**config.mk**
```make
export PLATFORM = sky130hd
export DESIGN_NAME = traffic_spawn_scheduler
export DESIGN_NICKNAME = d
export VERILOG_FILES = /design/src/rtl/traffic_spawn_scheduler.sv
export SDC_FILE = /design/constraint.sdc
export NUM_CORES = 1
export LEC_CHECK = 0
export CAP_MARGIN = 30
export CORE_ASPECT_RATIO = 1.1
export CORE_MARGIN = 2
export CORE_UTILIZATION = 61
export CTS_CLUSTER_SIZE = 16
export DETAILED_ROUTE_END_ITERATION = 8
export DONT_BUFFER_PORTS = 1
export PLACE_DENSITY_LB_ADDON = 0.05
export SLEW_MARGIN = 15
export SYNTH_ARGS = -nofsm -noshare
export SYNTH_HDL_FRONTEND = slang
export SYNTH_SLANG_ARGS = --single-unit
```
**constraint.sdc**
```tcl
create_clock -name clk -period 2.2 [get_ports clk]
set_input_delay 0.11 -clock clk [delete_from_list [all_inputs] [get_ports clk]]
set_output_delay 0.11 -clock clk [all_outputs]
set_load 0.05 [all_outputs]
```
**src/rtl/traffic_spawn_scheduler.sv**
```systemverilog
`default_nettype none
// ============================================================================
// Module   : traffic_spawn_scheduler
// Purpose  : Spawns enemy traffic into four car slots, one spawn per frame gap,
//            rotating slot priority from an LFSR. Optional macro: FUEL_SPAWN_EN
// Revision : 1.0 - initial release
// ============================================================================
module traffic_spawn_scheduler #(
  parameter int         SPAWN_GAP_FRAMES = 40,
  parameter int         TRUCK_PERIOD     = 4,
  parameter int         FUEL_PERIOD      = 8,
  parameter logic [7:0] LFSR_SEED        = 8'hA5
) (
  input  logic       clk,
  input  logic       resetN,
  input  logic       startOfFrame,
  input  logic       enable,
  input  logic [3:0] slot_busy,
  output logic [3:0] spawn,
  output logic [3:0] truck_flag,
  output logic       fuel_spawn,
  output logic [7:0] spawn_count
);

  localparam logic [2:0] S_IDLE     = 3'd0;
  localparam logic [2:0] S_WAIT_GAP = 3'd1;
  localparam logic [2:0] S_PICK     = 3'd2;
  localparam logic [2:0] S_STALL    = 3'd3;
  localparam logic [2:0] S_ISSUE    = 3'd4;

  localparam logic [7:0] c_GAP        = 8'(SPAWN_GAP_FRAMES);
  localparam logic [3:0] c_TRUCK_LAST = 4'(TRUCK_PERIOD - 1);

  logic [2:0] r_state;
  logic [2:0] w_state_nxt;
  logic [7:0] r_gap_cnt;
  logic [7:0] r_lfsr;
  logic [7:0] r_spawn_count;
  logic [3:0] r_truck_cnt;
  logic [3:0] r_truck_flag;
  logic [3:0] r_spawn;
  logic       w_lfsr_fb;
  logic       w_found;
  logic [1:0] w_pick;
  logic [1:0] w_cand;
  logic       w_issue;
  logic       w_gap_load;
  logic [3:0] w_spawn_nxt;

  assign w_lfsr_fb = r_lfsr[7] ^ r_lfsr[5] ^ r_lfsr[4] ^ r_lfsr[3];

  // First free slot searching upward (mod 4) from the LFSR start index
  always_comb begin
    w_found = 1'b0;
    w_pick  = 2'd0;
    w_cand  = 2'd0;
    for (int i = 0; i < 4; i++) begin
      w_cand = r_lfsr[1:0] + 2'(i);
      if (!w_found && !slot_busy[w_cand]) begin
        w_found = 1'b1;
        w_pick  = w_cand;
      end
    end
  end

  always_ff @(posedge clk or negedge resetN) begin
    if (!resetN) r_state <= S_IDLE;
    else         r_state <= w_state_nxt;
  end

  always_comb begin
    w_state_nxt = r_state;
    if (!enable) begin
      w_state_nxt = S_IDLE;
    end else begin
      case (r_state)
        S_IDLE:     w_state_nxt = S_WAIT_GAP;
        S_WAIT_GAP: if (startOfFrame && (r_gap_cnt == 8'd1)) w_state_nxt = S_PICK;
        S_PICK:     w_state_nxt = w_found ? S_ISSUE : S_STALL;
        S_STALL:    if (startOfFrame && (slot_busy != 4'b1111)) w_state_nxt = S_PICK;
        S_ISSUE:    w_state_nxt = S_WAIT_GAP;
        default:    w_state_nxt = S_IDLE;
      endcase
    end
  end

  // Spawn is registered at the PICK->ISSUE edge so the pulse is visible during ISSUE
  always_comb begin
    w_issue     = (r_state == S_PICK) && enable && w_found;
    w_spawn_nxt = w_issue ? (4'b0001 << w_pick) : 4'b0000;
    w_gap_load  = ((r_state == S_IDLE) && enable) || (r_state == S_ISSUE);
  end

  always_ff @(posedge clk or negedge resetN) begin
    if (!resetN) begin
      r_spawn       <= 4'b0000;
      r_lfsr        <= LFSR_SEED;
      r_gap_cnt     <= 8'd0;
      r_truck_flag  <= 4'b0000;
      r_truck_cnt   <= 4'd0;
      r_spawn_count <= 8'd0;
    end else begin
      r_spawn <= w_spawn_nxt;
      if (startOfFrame) r_lfsr <= {r_lfsr[6:0], w_lfsr_fb};
      if (w_gap_load)
        r_gap_cnt <= c_GAP;
      else if ((r_state == S_WAIT_GAP) && startOfFrame)
        r_gap_cnt <= r_gap_cnt - 8'd1;
      if (w_issue) begin
        r_truck_flag[w_pick] <= (r_truck_cnt == c_TRUCK_LAST);
        r_truck_cnt          <= (r_truck_cnt == c_TRUCK_LAST) ? 4'd0 : r_truck_cnt + 4'd1;
        r_spawn_count        <= r_spawn_count + 8'd1;
      end
    end
  end

`ifdef FUEL_SPAWN_EN
  localparam logic [7:0] c_FUEL_LAST = 8'(FUEL_PERIOD - 1);

  logic [7:0] r_fuel_cnt;
  logic       r_fuel_spawn;

  always_ff @(posedge clk or negedge resetN) begin
    if (!resetN) begin
      r_fuel_cnt   <= 8'd0;
      r_fuel_spawn <= 1'b0;
    end else begin
      r_fuel_spawn <= w_issue && (r_fuel_cnt == c_FUEL_LAST);
      if (w_issue)
        r_fuel_cnt <= (r_fuel_cnt == c_FUEL_LAST) ? 8'd0 : r_fuel_cnt + 8'd1;
    end
  end

  assign fuel_spawn = r_fuel_spawn;
`else
  logic w_fuel_unused;
  assign w_fuel_unused = (FUEL_PERIOD != 0);
  assign fuel_spawn    = 1'b0;
`endif

  assign spawn       = r_spawn;
  assign truck_flag  = r_truck_flag;
  assign spawn_count = r_spawn_count;

endmodule
`default_nettype wire

```
---- Word-level counts from Yosys, hierarchy flattened ----
Cells that the tools add are included.
storage, ports and cells
  bits in registers ....................... 39
  input port bits ......................... 8
  output and inout port bits .............. 17
  word-level logic and storage cells ...... 80
operators by class
  equal/unequal tests ..................... 9
  $lt $le $gt $ge ......................... 6
  bitwise gates (word level) .............. 3
  muxes and demuxes ....................... 28
  shift-type cells ........................ 1
  reductions and logical operators ........ 20
  $add $sub $neg .......................... 6
operator list
  kind                 count
  $mux 8               2
  $lt 2x3->1 const B   5
  $mux 3               4
  $pmux 3 s4           1
  $logic_and 1x1->1    10
  $mux 1               9
  $add 8x1->8 const B  1
  $bmux 1 s2           4
  $eq 8x1->1 const B   1
  $mux 2               4
  $mux 4               2
  $sub 8x1->8 const B  1
  $eq 3x2->1 const B   2
  $ne 3x3->1 const B   2
  $logic_not 1->1      5
  $add 2x2->2 const B  2
  $add 4x1->4 const B  1
  $bwmux 4             1
  $eq 4x2->1 const B   1
  $ne 4x4->1 const B   1
  $shl 1x2->4 const A  1
  $eq 3x1->1 const B   1
  $eq 3x3->1 const B   1
  $logic_not 3->1      1
  other kinds (8)      10

---- Logic depth before layout (Yosys ltp) ----
Gate-level depths: netlist of run 1.
  word-level depth ........................ 17
  depth in mapped cells ................... 7
  mapped depth without buffers ............ 7

---- Worst setup path before layout of run 1 ----
No wires, ideal clock.
  path type ............................... reg2reg
  from .................................... register r_gap_cnt[3]
  to ...................................... register r_state[0]
  slack ................................... 0.529 ns
  buffers on the path ..................... 0
  stages on the path, launching flop included .. 5
  arrival ................................. 1.547 ns
  clock period less this slack ............ 1.671 ns
  data required time ...................... 2.076 ns
  cells stage by stage .................... dfrtp_1 > or4_4 > nor4b_4 > nor3_1 > o31a_1
between the ends
  word-level cells in the longest chain between the ends .. 4
ends and longest elaborated chain
  item                        line  RTL
  start, declared             36    logic [7:0] r_gap_cnt;
  start signal, assigned      106   r_gap_cnt <= c_GAP;
  start signal, assigned      108   r_gap_cnt <= r_gap_cnt - 8'd1;
  $eq 8x1->1                  78    S_WAIT_GAP: if (startOfFrame && (r_gap_cnt == 8'd1)) w_state_nxt = S_PICK;
  $logic_and 1x1->1           78
  $ne 3x3->1 (no line)        -
  $reduce_and 2->1 (no line)  -
  end signal, assigned        68    else r_state <= w_state_nxt;
  end, declared               34    logic [2:0] r_state;
Every way passes these cells.
A chain may end at the register's enable or synchronous reset.

---- Final worst setup path of run 1 ----
  from .................................... register r_lfsr[0]
  to ...................................... register r_spawn[2] (netlist: spawn[2])
between the ends
  word-level cells in the longest chain between the ends .. 14
ends and longest elaborated chain
  item                                                     line    RTL
  start, declared                                          37      logic [7:0] r_lfsr;
  start signal, assigned                                   104     if (startOfFrame) r_lfsr <= {r_lfsr[6:0], w_lfsr_fb};
  $add 2x1->2                                              58      w_cand = r_lfsr[1:0] + 2'(i);
  $bmux 1 s2                                               59      if (!w_found && !slot_busy[w_cand]) begin
  $mux 1 (implied by the code)                             59
  $logic_not 1->1                                          59
  $logic_and 1x1->1                                        59
  $mux 1                                                   59
  $logic_not 1->1                                          59
  $logic_and 1x1->1                                        59
  $mux 1                                                   59
  $logic_not 1->1                                          59
  $logic_and 1x1->1                                        59
  $mux 2 / $mux 1 (equally long branches)                  59
  $shl 1x2->4 / $logic_and 1x1->1 (equally long branches)  90, 89
  $mux 4 (*)                                               90      w_spawn_nxt = w_issue ? (4'b0001 << w_pick) : 4'b0000;
  via w_spawn_nxt[2]                                       48      logic [3:0] w_spawn_nxt;
  end signal, assigned                                     103     r_spawn <= w_spawn_nxt;
  end, declared                                            41      logic [3:0] r_spawn;
The timed path passes the listed nets; every way through them passes the cells marked *. The select of a mux whose other input is x is not followed.

==> summary.txt, run 1 <==
GRT
  • Wire length of the first global-routing pass: between 5000 and 6000 µm
  • Global routing usage summed across all routing layers: a little over a fifth
  • Maximum number of pins on one net before global-route repair: 40
  • Initial antenna violation count: 0
  • Vias in the first global route: 1292
  • Total grt overflow: 0

Route
  • DR vias: between 1000 and 1500
  • Routed Antenna Nets: 0
  • Residual DRC count: 0
  • Avg WL per Cell: 15.6 µm
  • Number of optimization iterations in the first detailed-route pass: 4
  • Post-detailed-route via-to-cell ratio: 5.86
  • Post-detailed-routing wire length: around 3200 µm
  • DRT iter0 DRCs: 25

Floorplan
  • Number of top-level pins: 25
  • Initial core utilization: between 60% and 70%
  • Die height: ~61 µm
  • Core ar.: approximately 0.0028 mm²
  • Die boundary width: around 56 µm
  • Cell Rows: 20
  • Die Footprint: approximately 0.0034 mm²

Place
  • Count of buffers from port buffering: 0
  • Placer's final routability congestion estimate: 0.796
  • Estimated wirelength of the detail-placed design: ~2200 µm
  • Post-place instance area: ~0.0019 mm²
  • Placed insts: about 190

Status
  • Run status: complete, no violations

Clock network
  • Clock Sink Count: 39
  • CTS max path bufs: 2
  • Clock tree from TritonCTS: built
  • Depth of the CTS H-tree: 2
  • Root buffer cell: sky130_fd_sc_hd__clkbuf_4
  • Clk_lat worst skew: between 0.3 and 0.4 ns
  • Clock-pin slew on the worst setup and hold paths: approximately 0.11 ns
  • TritonCTS buffer count: 5

Final layout
  • Total number of nets in the final design: 180
  • Design area: 0.00200 mm²
  • Number of non-filler instances in the completed layout: around 200
  • Number of antenna repair diodes: 0
  • Fraction of final layout cells sized beyond drive strength 1: roughly 22%
  • FF+latch area: about 1000 µm²
  • Filler cell count: 211
  • Multi-input gate area in the final layout: 790 µm²
  • Most frequent cells in the layout: 35 x sky130_fd_sc_hd__dfrtp_1, 14 x sky130_fd_sc_hd__xnor2_1, 12 x sky130_fd_sc_hd__nand2_1, 11 x sky130_fd_sc_hd__mux2_2, 8 x sky130_fd_sc_hd__nor2_1
  • Signed area change from the synthesized netlist to the final layout: 11.0%
  • Most common cell after layout, fill and taps aside: sky130_fd_sc_hd__dfrtp_1

Synthesis
  • Post-synthesis instance area: 0.00180 mm²
  • Post-synth top area cell: sky130_fd_sc_hd__dfrtp_1
  • Number of nets in the synthesized netlist: ~170
  • Post-synthesis async set-or-reset flop share: 100%
  • Top post-synthesis cells by area: sky130_fd_sc_hd__dfrtp_1 49%, sky130_fd_sc_hd__mux2_2 6.9%, sky130_fd_sc_hd__xnor2_1 6.8%
  • Number of cells produced by synthesis: around 150
  • Yosys Warn Count: 0
  • Primary FF master, synth: sky130_fd_sc_hd__dfrtp_1
  • Number of enable flip-flop cells after synthesis: 0
  • Total of flip-flops plus latches after synthesis: 39
  • Area share of the largest cell type after synthesis: 48.6%
  • Mapped Avg Cell Area: approximately 12 µm²
  • Sequential share of the synthesized area: around 54%
  • Netlist cell types: 40

Setup path
  • Crit start category: flip-flop
  • Signal arrival time at the worst endpoint: 2.19 ns
  • Class of the most critical setup path: flip-flop to flip-flop
  • Required time of the worst setup path: between 2 and 2.5 ns
  • Kind of end point of the critical path: flip-flop
  • Largest fanout of any net on the critical path: 5

Timing
  • Setup total negative slack: 0 ns
  • Endpoints failing hold: 0
  • Post-route fraction of the period consumed by the critical path: around 87%
  • Slew headroom: just over 60%
  • Total setup violations reported at the end of the flow: 0
  • Tmin final: between 1.5 and 2 ns
  • Final Max Tran Viols: 0
  • Setup repair after global routing missed its margin: false
  • Final setup skew: around 0.0067 ns
  • F_max: around 520 MHz
  • Pin slew with the least headroom to its limit: about 0.58 ns
  • Hold slack: ~0.029 ns

Pwr
  • Power Internal: around 1200 µW
  • Comb pwr share: about a fifth
  • Power per cell area: ~840 mW/mm²
  • Reg power frac: 56.1%
  • VDD IR-drop max: between 900 and 1000 µV
  • Switching power of the nets: 471 µW
  • Total leakage power: ~0.0009 µW
  • Power share of the clock group: about a quarter
  • Share of total power consumed by net switching: ~28%

Hold path
  • Path category of the worst min-delay check: input port to flip-flop

Job
  • Maximum Capacitance Violations: 0
## synthesized netlist by cell type, types with 2 or more instances
library cell               count
sky130_fd_sc_hd__or2_2         2
sky130_fd_sc_hd__nor3_1        4
sky130_fd_sc_hd__or3_1         2
sky130_fd_sc_hd__a21oi_1       5
sky130_fd_sc_hd__a41oi_1       2
sky130_fd_sc_hd__nand2b_1      3
sky130_fd_sc_hd__o21ai_0       5
sky130_fd_sc_hd__nand2_1      12
sky130_fd_sc_hd__nor2b_1       4
sky130_fd_sc_hd__mux2_2       11
sky130_fd_sc_hd__dfstp_2       4
sky130_fd_sc_hd__ha_1          4
sky130_fd_sc_hd__nor2_1        8
sky130_fd_sc_hd__xor2_1        2
sky130_fd_sc_hd__and3_1        3
sky130_fd_sc_hd__nand4_1       3
sky130_fd_sc_hd__dfrtp_1      35
sky130_fd_sc_hd__nor3_2        2
sky130_fd_sc_hd__xnor2_1      14
sky130_fd_sc_hd__nand3_1       5
sky130_fd_sc_hd__inv_1         4
## stage by stage
step / utilization (%) / setup slack [ns] / power (µW)
after floorplan: - / 0.529 / 1210
after global placement: 67.0 / 0.446 / 1250
after detailed placement: 67.0 / 0.366 / 1270
after CTS: 72.0 / 0.328 / 1700
after global routing: 72.0 / 0.215 / 1800
final: 72.0 / 0.294 / 1690
## path summary, 6_finish.rpt
| path | cells after the start | from | slack (ns) | endpoint |
|---|---|---|---|---|
| setup / recovery | 5 | r_lfsr[0]$_DFFE_PN1P_ | 0.29 | spawn[2]$_DFF_PN0_ |
| hold / removal | 2 | enable | 0.03 | r_gap_cnt[6]$_DFFE_PN0P_ |
| setup reg to reg | 5 | r_lfsr[0]$_DFFE_PN1P_ | 0.29 | spawn[2]$_DFF_PN0_ |
| hold reg to reg | 2 | r_truck_cnt[1]$_DFFE_PN0P_ | 0.53 | r_truck_cnt[1]$_DFFE_PN0P_ |
| max in group asynchronous | 2 | resetN | 1.72 | r_lfsr[2]$_DFFE_PN1P_ |
| min in group asynchronous | 2 | resetN | 0.22 | r_gap_cnt[3]$_DFFE_PN0P_ |
## worst max-delay path: stages, from the launching register on
cell and delay, ns:
sky130_fd_sc_hd__dfstp_2 0.57, sky130_fd_sc_hd__or2_2 0.12, sky130_fd_sc_hd__a21oi_1 0.08, sky130_fd_sc_hd__a211o_1 0.27, sky130_fd_sc_hd__nor3_2 0.23, sky130_fd_sc_hd__dlygate4sd3_1 0.58
## cells by family (layout without fill, tap and decap cells)
family	Yosys count	in the layout	synth area share (%)
AND/OR/NAND/NOR	55	55	18.8
flip-flops	39	39	54.5
AO/OA/AOI/OAI	20	20	7.37
XOR/XNOR	16	16	7.78
multiplexers	11	11	6.88
buffers and inverters	7	23	1.67
adder cells (fa/ha/maj)	4	4	2.78
other	1	1	0.208
## cell type report
cell class                 count  share of cell area [%]
inverter                       5                   0.939
sequential                    39                    49.1
clock buffer                   8                    3.44
timing repair buffer          10                    5.01
tap                           33                    2.07
multi-input combinational    107                    39.5
## per-layer routing
| metal | routed length, µm | GRT usage (%) | up-vias |
|---|---|---|---|
| met1 | 1390 | 24.5 | 585 |
| met5 | 0 | 0 | - |
| met2 | 1540 | 38.3 | 32 |
| li1 | - | - | 559 |
| met4 | 58 | 10.8 | 0 |
| met3 | 163 | 6.18 | 8 |
## power by group through the flow
stage,Sequential [µW],Combinational (µW),Clock (µW)
after floorplan,938,269,0
after global placement,951,297,0
after detailed placement,963,304,0
after CTS,946,336,419
after global routing,969,378,448
final,947,334,408
## sequential cells by signal (all words and copies together) (netlist names)
| register | flops |
|---|---|
| r_state | 3 |
| r_truck_cnt | 4 |
| spawn | 4 |
| spawn_count | 8 |
| truck_flag | 4 |
| r_lfsr | 8 |
| r_gap_cnt | 8 |
## timing repair
action / 4_1_cts / 5_1_grt
hold buffers: 6 / 0
gates resized for setup: 0 / 0
endpoints found under the hold margin: 52 / 0
setup buffers: 0 / 0
Power figures use the tool's default switching activity.
==> run 2, diff against run 1 <==
--- a/config.mk
+++ b/config.mk
@@ -5,11 +5,12 @@
 export SDC_FILE = /design/constraint.sdc
 export NUM_CORES = 1
 export LEC_CHECK = 0
+export ABC_AREA = 1
 export CAP_MARGIN = 30
 export CORE_ASPECT_RATIO = 1.1
 export CORE_MARGIN = 2
-export CORE_UTILIZATION = 61
-export CTS_CLUSTER_SIZE = 16
+export CORE_UTILIZATION = 62
+export CTS_CLUSTER_SIZE = 14
 export DETAILED_ROUTE_END_ITERATION = 8
 export DONT_BUFFER_PORTS = 1
 export PLACE_DENSITY_LB_ADDON = 0.05
==> summary.txt, run 2 <==
GRT
  • Maximum number of pins on one net before global-route repair: 40 (unchanged)
  • Initial antenna violation count: 0 (unchanged)
  • Global routing usage summed across all routing layers: 24.1% (was 21.6%)
  • Vias in the first global route: 1632 (was 1292)
  • Wire length of the first global-routing pass: 6790 µm (was 5530 µm)
  • Total grt overflow: 0 (unchanged)

Synthesis
  • Area share of the largest cell type after synthesis: 43.2% (was 48.6%)
  • Post-synth top cells: 63 x sky130_fd_sc_hd__nand2_1, 35 x sky130_fd_sc_hd__dfrtp_1, 25 x sky130_fd_sc_hd__inv_1, 21 x sky130_fd_sc_hd__nand3_1, 16 x sky130_fd_sc_hd__o21ai_0 (was 35 x sky130_fd_sc_hd__dfrtp_1, 14 x sky130_fd_sc_hd__xnor2_1, 12 x sky130_fd_sc_hd__nand2_1, 11 x sky130_fd_sc_hd__mux2_2, 8 x sky130_fd_sc_hd__nor2_1)
  • Primary FF master, synth: sky130_fd_sc_hd__dfrtp_1 (unchanged)
  • Combinational family with the most area after synthesis: simple AND/OR/NAND/NOR gates (unchanged)
  • Post-synthesis instance area: 0.00203 mm² (was 0.00180 mm²)
  • Mapped Avg Cell Area: 8.34 µm² (was 11.8 µm²)
  • Post-synth top area cell: sky130_fd_sc_hd__dfrtp_1 (unchanged)
  • Most instantiated library cell after synthesis: sky130_fd_sc_hd__nand2_1 (was sky130_fd_sc_hd__dfrtp_1)
  • Number of cells produced by synthesis: 243 (was 153)
  • Adder and majority cell fraction of the synthesized area: 2.47% (was 2.78%)
  • Netlist cell types: 31 (was 40)
  • Post-synthesis xor/xnor area fraction: 4.76% (was 7.78%)
  • Synth Area in Compound Gates: 7.72% (was 7.37%)
  • Sequential share of the synthesized area: 48.4% (was 54.5%)
  • Yosys Warn Count: 0 (unchanged)
  • Mux share of post-synthesis cell area: 0% (was 6.88%)
  • Simple-gate area share of the yosys netlist: 29.7% (was 18.8%)
  • Top post-synthesis cells by area: sky130_fd_sc_hd__dfrtp_1 43%, sky130_fd_sc_hd__nand2_1 12%, sky130_fd_sc_hd__dfstp_2 5.2% (was sky130_fd_sc_hd__dfrtp_1 49%, sky130_fd_sc_hd__mux2_2 6.9%, sky130_fd_sc_hd__xnor2_1 6.8%)
  • Number of nets in the synthesized netlist: 255 (was 165)
  • Number of enable flip-flop cells after synthesis: 0 (unchanged)
  • Total of flip-flops plus latches after synthesis: 39 (unchanged)
  • Post-synthesis async set-or-reset flop share: 100% (unchanged)

Setup path
  • Cell Chain, Critical Path: inv_2 > nand2_1 > nand2_1 > nand2_2 > nand2_4 > nand2_2 > nand2_1 > nand2_2 > nand2_1 > nor2_2 > nand2_1 > nand2_1 > nand2_1 (was or2_2 > a21oi_1 > a211o_1 > nor3_2 > dlygate4sd3_1)
  • Library cell contributing the largest single delay on the critical path: sky130_fd_sc_hd__dfstp_2 (was sky130_fd_sc_hd__dlygate4sd3_1)
  • Required time of the worst setup path: 2.43 ns (was 2.48 ns)
  • Critical path buffers and inverters: 1 (unchanged)
  • Highest cell delay on the worst timing path: 0.67 ns (was 0.58 ns)
  • Kind of cell adding the most delay to the critical path: simple AND/OR/NAND/NOR gates (was buffers and inverters)
  • Capture point of the worst reg-to-reg path: truck_flag[0]$_DFFE_PN0P_ (was spawn[2]$_DFF_PN0_)
  • Class of the most critical setup path: flip-flop to flip-flop (unchanged)
  • Signal arrival time at the worst endpoint: 2.11 ns (was 2.19 ns)
  • Largest fanout of any net on the critical path: 11 (was 5)
  • Crit start category: flip-flop (unchanged)
  • Launching point of the worst reg2reg path: r_lfsr[0]$_DFFE_PN1P_ (unchanged)
  • Crit path top cell by count: sky130_fd_sc_hd__nand2_1
  • Kind of end point of the critical path: flip-flop (unchanged)
  • Reg2Reg Depth: 13 (was 5)
  • Worst reg2reg setup slack: 0.33 ns (was 0.29 ns)

Timing
  • Final Max Tran Viols: 0 (unchanged)
  • Hold slack: 0.0524 ns (was 0.0292 ns)
  • Final worst-path setup slack: 0.325 ns (was 0.294 ns)
  • Post-route fraction of the period consumed by the critical path: 85.2% (was 86.6%)
  • Pin slew with the least headroom to its limit: 0.569 ns (was 0.578 ns)
  • Setup repair after global routing missed its margin: false (unchanged)
  • Total setup violations reported at the end of the flow: 0 (unchanged)
  • F_max: 533 MHz (was 525 MHz)
  • Tmin final: 1.87 ns (was 1.91 ns)
  • Setup total negative slack: 0 ns (unchanged)
  • Slew headroom: 62.0% (was 61.4%)
  • Endpoints failing hold: 0 (unchanged)
  • Final setup skew: 0.0177 ns (was 0.00673 ns)

Route
  • DRT iter0 DRCs: 85 (was 25)
  • DR vias: 1591 (was 1184)
  • Number of optimization iterations in the first detailed-route pass: 4 (unchanged)
  • Post-detailed-route via-to-cell ratio: 5.51 (was 5.86)
  • Avg WL per Cell: 13.1 µm (was 15.6 µm)
  • Post-detailed-routing wire length: 3800 µm (was 3150 µm)
  • Routed Antenna Nets: 0 (unchanged)
  • Residual DRC count: 0 (unchanged)

Clock network
  • Depth of the CTS H-tree: 2 (unchanged)
  • Clock-pin slew on the worst setup and hold paths: 0.13 ns (was 0.11 ns)
  • Root buffer cell: sky130_fd_sc_hd__clkbuf_4 (unchanged)
  • Clock tree from TritonCTS: built (unchanged)
  • TritonCTS buffer count: 5 (unchanged)
  • Clk_lat worst skew: 0.35 ns (was 0.34 ns)
  • CTS max path bufs: 2 (unchanged)
  • Post-CTS setup repair buffer count: 0 (unchanged)
  • Clock Sink Count: 39 (unchanged)

Final layout
  • Total number of nets in the final design: 266 (was 180)
  • Number of antenna repair diodes: 0 (unchanged)
  • Signed area change from the synthesized netlist to the final layout: 7.54% (was 11.0%)
  • Fraction of final layout cells sized beyond drive strength 1: 15.3% (was 21.9%)
  • Most common cell after layout, fill and taps aside: sky130_fd_sc_hd__nand2_1 (was sky130_fd_sc_hd__dfrtp_1)
  • Most frequent cells in the layout: 63 x sky130_fd_sc_hd__nand2_1, 35 x sky130_fd_sc_hd__dfrtp_1, 25 x sky130_fd_sc_hd__inv_1, 21 x sky130_fd_sc_hd__nand3_1, 16 x sky130_fd_sc_hd__o21ai_0 (was 35 x sky130_fd_sc_hd__dfrtp_1, 14 x sky130_fd_sc_hd__xnor2_1, 12 x sky130_fd_sc_hd__nand2_1, 11 x sky130_fd_sc_hd__mux2_2, 8 x sky130_fd_sc_hd__nor2_1)

Pwr
  • Switching power of the nets: 1180 µW (was 471 µW)
  • Reg power frac: 42.9% (was 56.1%)
  • Power share of the clock group: 14.8% (was 24.2%)
  • VDD IR-drop max: 868 µV (was 904 µV)
  • Comb pwr share: 42.2% (was 19.8%)
  • Share of total power consumed by net switching: 45.6% (was 27.9%)
  • Total leakage power: 0.00110 µW (was 0.000904 µW)
  • Power per cell area: 1180 mW/mm² (was 845 mW/mm²)
  • Power Internal: 1400 µW (was 1220 µW)

Floorplan
  • Die boundary width: 58.5 µm (was 55.8 µm)
  • Number of top-level pins: 25 (unchanged)
  • Die height: 64.0 µm (was 61.0 µm)
  • Core ar.: 0.00307 mm² (was 0.00278 mm²)
  • Die Footprint: 0.00374 mm² (was 0.00340 mm²)
  • Cell Rows: 21 (was 20)
  • Initial core utilization: 65.9% (was 64.8%)

Hold path
  • Path category of the worst min-delay check: input port to flip-flop (unchanged)
  • Depth of the worst hold-timing path: 2 (unchanged)
  • Hold path startpoint: startOfFrame (was enable)
  • Endpoint with the worst hold slack: r_state[1]$_DFFE_PN0P_ (was r_gap_cnt[6]$_DFFE_PN0P_)

Place
  • Worst setup timing slack at the placement stage: 0.338 ns (was 0.366 ns)
  • Placer's final routability congestion estimate: 0.867 (was 0.796)
  • Estimated wirelength of the detail-placed design: 2770 µm (was 2180 µm)
  • Count of buffers from port buffering: 0 (unchanged)

Status
  • Run status: complete, no violations (unchanged)

Job
  • Maximum Capacitance Violations: 0 (unchanged)
[run 2: cell count changes in the layout (fill, tap and decap cells not counted), sizes merged, moves of 3 or more]
cell	delta
nand2	+61
inv	+24
nand3	+16
o21ai	+12
mux2	-11
nor2	+10
xnor2	-9
nor2b	-4
xor2	+4
and3	-3
clkbuf	-3
nand2b	-3
nor3	+3
[run 2: repair_timing]
item,in CTS,in global routing
hold buffers,4,0
gates resized for setup,0,0
hold endpoints to repair,49,0
[run 2: through the flow]
stage                     total power (µW)  cell area [µm²]  instances  utilization (%)
after global routing                  2810             2180        289             70.9
after CTS                             2590             2180        289             70.9
after floorplan                       1980             2030        243                -
after detailed placement              2190             2070        277             67.2
final                                 2580             2180        289             70.9
after global placement                2130             2070        277             67.2
[run 2: power by group through the flow]
stage                     Clock (µW)  Sequential [µW]  Combinational, µW
after floorplan                    0             1180                802
after global placement             0             1100               1030
after detailed placement           0             1120               1070
after CTS                        394             1110               1090
after global routing             421             1140               1250
final                            383             1110               1090
[run 2: cell families (layout without fill, tap and decap cells)]
family	Yosys count	after routing
buffers and inverters	32	44
and+or+nand+nor	128	128
adders and majority gates	4	4
AOI/OAI and AO/OA	28	28
DFF	39	39
xor gates and xnor gates	11	11
other	1	1
[run 2: layer usage]
| metal | GRT usage (%) | wire, µm | up-vias |
|---|---|---|---|
| met5 | 0 | 0 | - |
| met4 | 9.59 | 70 | 0 |
| met3 | 6.88 | 168 | 6 |
| met2 | 41.4 | 1930 | 35 |
| met1 | 27.6 | 1630 | 750 |
| li1 | - | - | 800 |
[run 2: worst max path at each step]
stage	startpoint	slack, ns	cells after the start	endpoint
4_1_cts	r_lfsr[0]$_DFFE_PN1P_	0.31	13	truck_flag[0]$_DFFE_PN0P_
3_3_place_gp	r_lfsr[0]$_DFFE_PN1P_	0.42	13	truck_flag[0]$_DFFE_PN0P_
5_1_grt	r_lfsr[0]$_DFFE_PN1P_	0.12	11	truck_flag[0]$_DFFE_PN0P_
3_5_place_dp	r_lfsr[0]$_DFFE_PN1P_	0.34	13	truck_flag[0]$_DFFE_PN0P_
6_report	r_lfsr[0]$_DFFE_PN1P_	0.33	13	truck_flag[0]$_DFFE_PN0P_
2_1_floorplan	r_lfsr[0]$_DFFE_PN1P_	0.61	12	truck_flag[3]$_DFFE_PN0P_
[run 2: layout make-up]
class,count,area [µm²]
multi-input cells,172,908
well taps,34,42.5
repair buffers,8,80.1
clock inverters,3,23.8
clock buffers,5,37.5
inverters,28,105
flip-flops and latches,39,981
fillers,231,896
==> run 3, diff against run 2 <==
--- a/config.mk
+++ b/config.mk
@@ -7,9 +7,11 @@
 export LEC_CHECK = 0
 export ABC_AREA = 1
 export CAP_MARGIN = 30
+export CELL_PAD_IN_SITES_DETAIL_PLACEMENT = 1
+export CELL_PAD_IN_SITES_GLOBAL_PLACEMENT = 2
 export CORE_ASPECT_RATIO = 1.1
 export CORE_MARGIN = 2
-export CORE_UTILIZATION = 62
+export CORE_UTILIZATION = 37
 export CTS_CLUSTER_SIZE = 14
 export DETAILED_ROUTE_END_ITERATION = 8
 export DONT_BUFFER_PORTS = 1
==> summary.txt, run 3 (synthesized netlist as in run 2, its figures left out) <==
Timing
  • Slew headroom: 62.9% (was 62.0%)
  • Post-route fraction of the period consumed by the critical path: 86.3% (was 85.2%)
  • Pin slew with the least headroom to its limit: 0.557 ns (was 0.569 ns)
  • Final Max Tran Viols: 0 (unchanged)
  • Setup repair after global routing missed its margin: false (unchanged)
  • Tmin final: 1.90 ns (was 1.87 ns)
  • Setup total negative slack: 0 ns (unchanged)
  • Final setup skew: 0.00904 ns (was 0.0177 ns)
  • F_max: 527 MHz (was 533 MHz)
  • Endpoints failing hold: 0 (unchanged)
  • Total setup violations reported at the end of the flow: 0 (unchanged)

Final layout
  • Number of antenna repair diodes: 0 (unchanged)
  • Total number of nets in the final design: 266 (unchanged)
  • Signed area change from the synthesized netlist to the final layout: 11.4% (was 7.54%)
  • Utilization after layout: 42.4% (was 70.9%)
  • Most frequent cells in the layout: 63 x sky130_fd_sc_hd__nand2_1, 35 x sky130_fd_sc_hd__dfrtp_1, 25 x sky130_fd_sc_hd__inv_1, 21 x sky130_fd_sc_hd__nand3_1, 16 x sky130_fd_sc_hd__o21ai_0 (unchanged)
  • Most common cell after layout, fill and taps aside: sky130_fd_sc_hd__nand2_1 (unchanged)
  • Fraction of final layout cells sized beyond drive strength 1: 15.0% (was 15.3%)
  • Filler cell count: 660 (was 231)

Floorplan
  • Cell Rows: 28 (was 21)
  • Initial core utilization: 38.0% (was 65.9%)
  • Die height: 81.6 µm (was 64.0 µm)
  • Number of top-level pins: 25 (unchanged)
  • Die Footprint: 0.00608 mm² (was 0.00374 mm²)
  • Die boundary width: 74.6 µm (was 58.5 µm)
  • Core ar.: 0.00533 mm² (was 0.00307 mm²)

Setup path
  • Signal arrival time at the worst endpoint: 2.08 ns (was 2.11 ns)
  • Required time of the worst setup path: 2.38 ns (was 2.43 ns)
  • Launching instance or port of the critical path: r_lfsr[0]$_DFFE_PN1P_ (unchanged)
  • Capture point of the worst reg-to-reg path: truck_flag[3]$_DFFE_PN0P_ (was truck_flag[0]$_DFFE_PN0P_)
  • Reg2Reg Depth: 11 (was 13)
  • Launching point of the worst reg2reg path: r_lfsr[0]$_DFFE_PN1P_ (unchanged)
  • Crit start category: flip-flop (unchanged)
  • Largest fanout of any net on the critical path: 11 (unchanged)
  • Kind of end point of the critical path: flip-flop (unchanged)
  • Class of the most critical setup path: flip-flop to flip-flop (unchanged)
  • Worst reg2reg setup slack: 0.30 ns (was 0.33 ns)
  • Critical path capture point: truck_flag[3]$_DFFE_PN0P_ (was truck_flag[0]$_DFFE_PN0P_)

Place
  • Placer's final routability congestion estimate: 0.859 (was 0.867)
  • Estimated wirelength of the detail-placed design: 3410 µm (was 2770 µm)
  • Count of buffers from port buffering: 0 (unchanged)

GRT
  • Maximum number of pins on one net before global-route repair: 40 (unchanged)
  • Total grt overflow: 0 (unchanged)
  • Initial antenna violation count: 0 (unchanged)
  • Global routing usage summed across all routing layers: 17.0% (was 24.1%)
  • Vias in the first global route: 1758 (was 1632)
  • Wire length of the first global-routing pass: 8000 µm (was 6790 µm)

Clock network
  • Clk_lat worst skew: 0.29 ns (was 0.35 ns)
  • Clock-pin slew on the worst setup and hold paths: 0.08 ns (was 0.13 ns)
  • Clock Sink Count: 39 (unchanged)
  • Clock tree from TritonCTS: built (unchanged)
  • Root buffer cell: sky130_fd_sc_hd__clkbuf_8 (was sky130_fd_sc_hd__clkbuf_4)
  • Depth of the CTS H-tree: 2 (unchanged)
  • TritonCTS buffer count: 5 (unchanged)
  • CTS max path bufs: 2 (unchanged)

Job
  • Maximum Capacitance Violations: 0 (unchanged)

Route
  • DR vias: 1594 (was 1591)
  • Routed Antenna Nets: 0 (unchanged)
  • DRT iter0 DRCs: 57 (was 85)
  • Residual DRC count: 0 (unchanged)
  • Number of optimization iterations in the first detailed-route pass: 3 (was 4)
  • Post-detailed-route via-to-cell ratio: 4.84 (was 5.51)
  • Post-detailed-routing wire length: 4420 µm (was 3800 µm)
  • Avg WL per Cell: 13.4 µm (was 13.1 µm)

Hold path
  • Path category of the worst min-delay check: input port to flip-flop (unchanged)
  • Depth of the worst hold-timing path: 3 (was 2)

Pwr
  • VDD IR-drop max: 545 µV (was 868 µV)
  • Power per cell area: 1210 mW/mm² (was 1180 mW/mm²)
  • Total leakage power: 0.00112 µW (was 0.00110 µW)
  • Post-layout total power: 2730 µW (was 2580 µW)

Status
  • Run status: complete, no violations (unchanged)
-- run 3: cell types whose count changed in the layout (fill, tap and decap cells not counted), sizes merged --
| cell | before | now |
|---|---|---|
| clkbuf | 5 | 6 |
| clkinv | 0 | 1 |
| inv | 29 | 28 |
| clkinvlp | 2 | 0 |
-- run 3: worst min path at each step --
stage | from | to | slack [ns]
final | startOfFrame | r_lfsr[7]$_DFFE_PN1P_ | 0.03
after detailed placement | resetN | r_gap_cnt[5]$_DFFE_PN0P_ | -0.18
after global routing | startOfFrame | r_lfsr[0]$_DFFE_PN1P_ | 0.05
after CTS | startOfFrame | r_lfsr[7]$_DFFE_PN1P_ | 0.02
after global placement | resetN | r_gap_cnt[3]$_DFFE_PN0P_ | -0.18
after floorplan | resetN | r_gap_cnt[0]$_DFFE_PN0P_ | -0.19
-- run 3: layout make-up --
cell class,instances,area (µm²),share of cell area [%]
Clock buffer,6,82.6,3.66
Clock inverter,1,5.00,0.222
Inverter,28,105,4.66
Multi-Input combinational cell,172,908,40.3
Sequential cell,39,981,43.5
Tap cell,75,93.8,4.16
Timing Repair Buffer,8,80.1,3.55
-- run 3: where the power goes --
part	internal (µW)	switching (µW)	leakage, µW	total (µW)
sequential	905	217	0.000489	1120
combinational	374	737	0.000586	1110
clock	246	248	0.0000470	494
-- run 3: per-layer routing --
layer | global-route usage (%) | part of all wire (%) | routed length [µm] | vias to the layer above
li1 | - | - | - | 796
met1 | 21.5 | 46 | 2020 | 770
met2 | 28.4 | 49 | 2170 | 23
met3 | 4.05 | 4.1 | 180 | 5
met4 | 5.71 | 1.3 | 57 | 0
met5 | 0 | 0 | 0 | -
-- run 3: what timing repair did --
action                    CTS  global route
gates resized for setup     0             0
hold endpoints to repair   45             0
hold buffers                4             0
buffers inserted            0             0
-- run 3: stage by stage --
stage                     std cells  hold slack, ns  setup slack, ns  cell area [µm²]
after floorplan                 243          -0.186            0.607             2030
after global placement          318          -0.185            0.362             2120
after detailed placement        318          -0.185            0.294             2120
after CTS                       329          0.0227            0.288             2260
after global routing            329          0.0548           0.0845             2260
final                           329          0.0278            0.302             2260
-- run 3: critical path, stage by stage (launching register included) --
cell and delay, ns:
sky130_fd_sc_hd__dfstp_2 0.66, sky130_fd_sc_hd__inv_2 0.12, sky130_fd_sc_hd__nand2_1 0.09, sky130_fd_sc_hd__nand2_1 0.10, sky130_fd_sc_hd__nand2_2 0.10, sky130_fd_sc_hd__nand2_4 0.07, sky130_fd_sc_hd__nand2_2 0.06, sky130_fd_sc_hd__nand4_1 0.13
sky130_fd_sc_hd__a21oi_2 0.24, sky130_fd_sc_hd__nand2_1 0.09, sky130_fd_sc_hd__nand2_1 0.07, sky130_fd_sc_hd__nand2_1 0.06
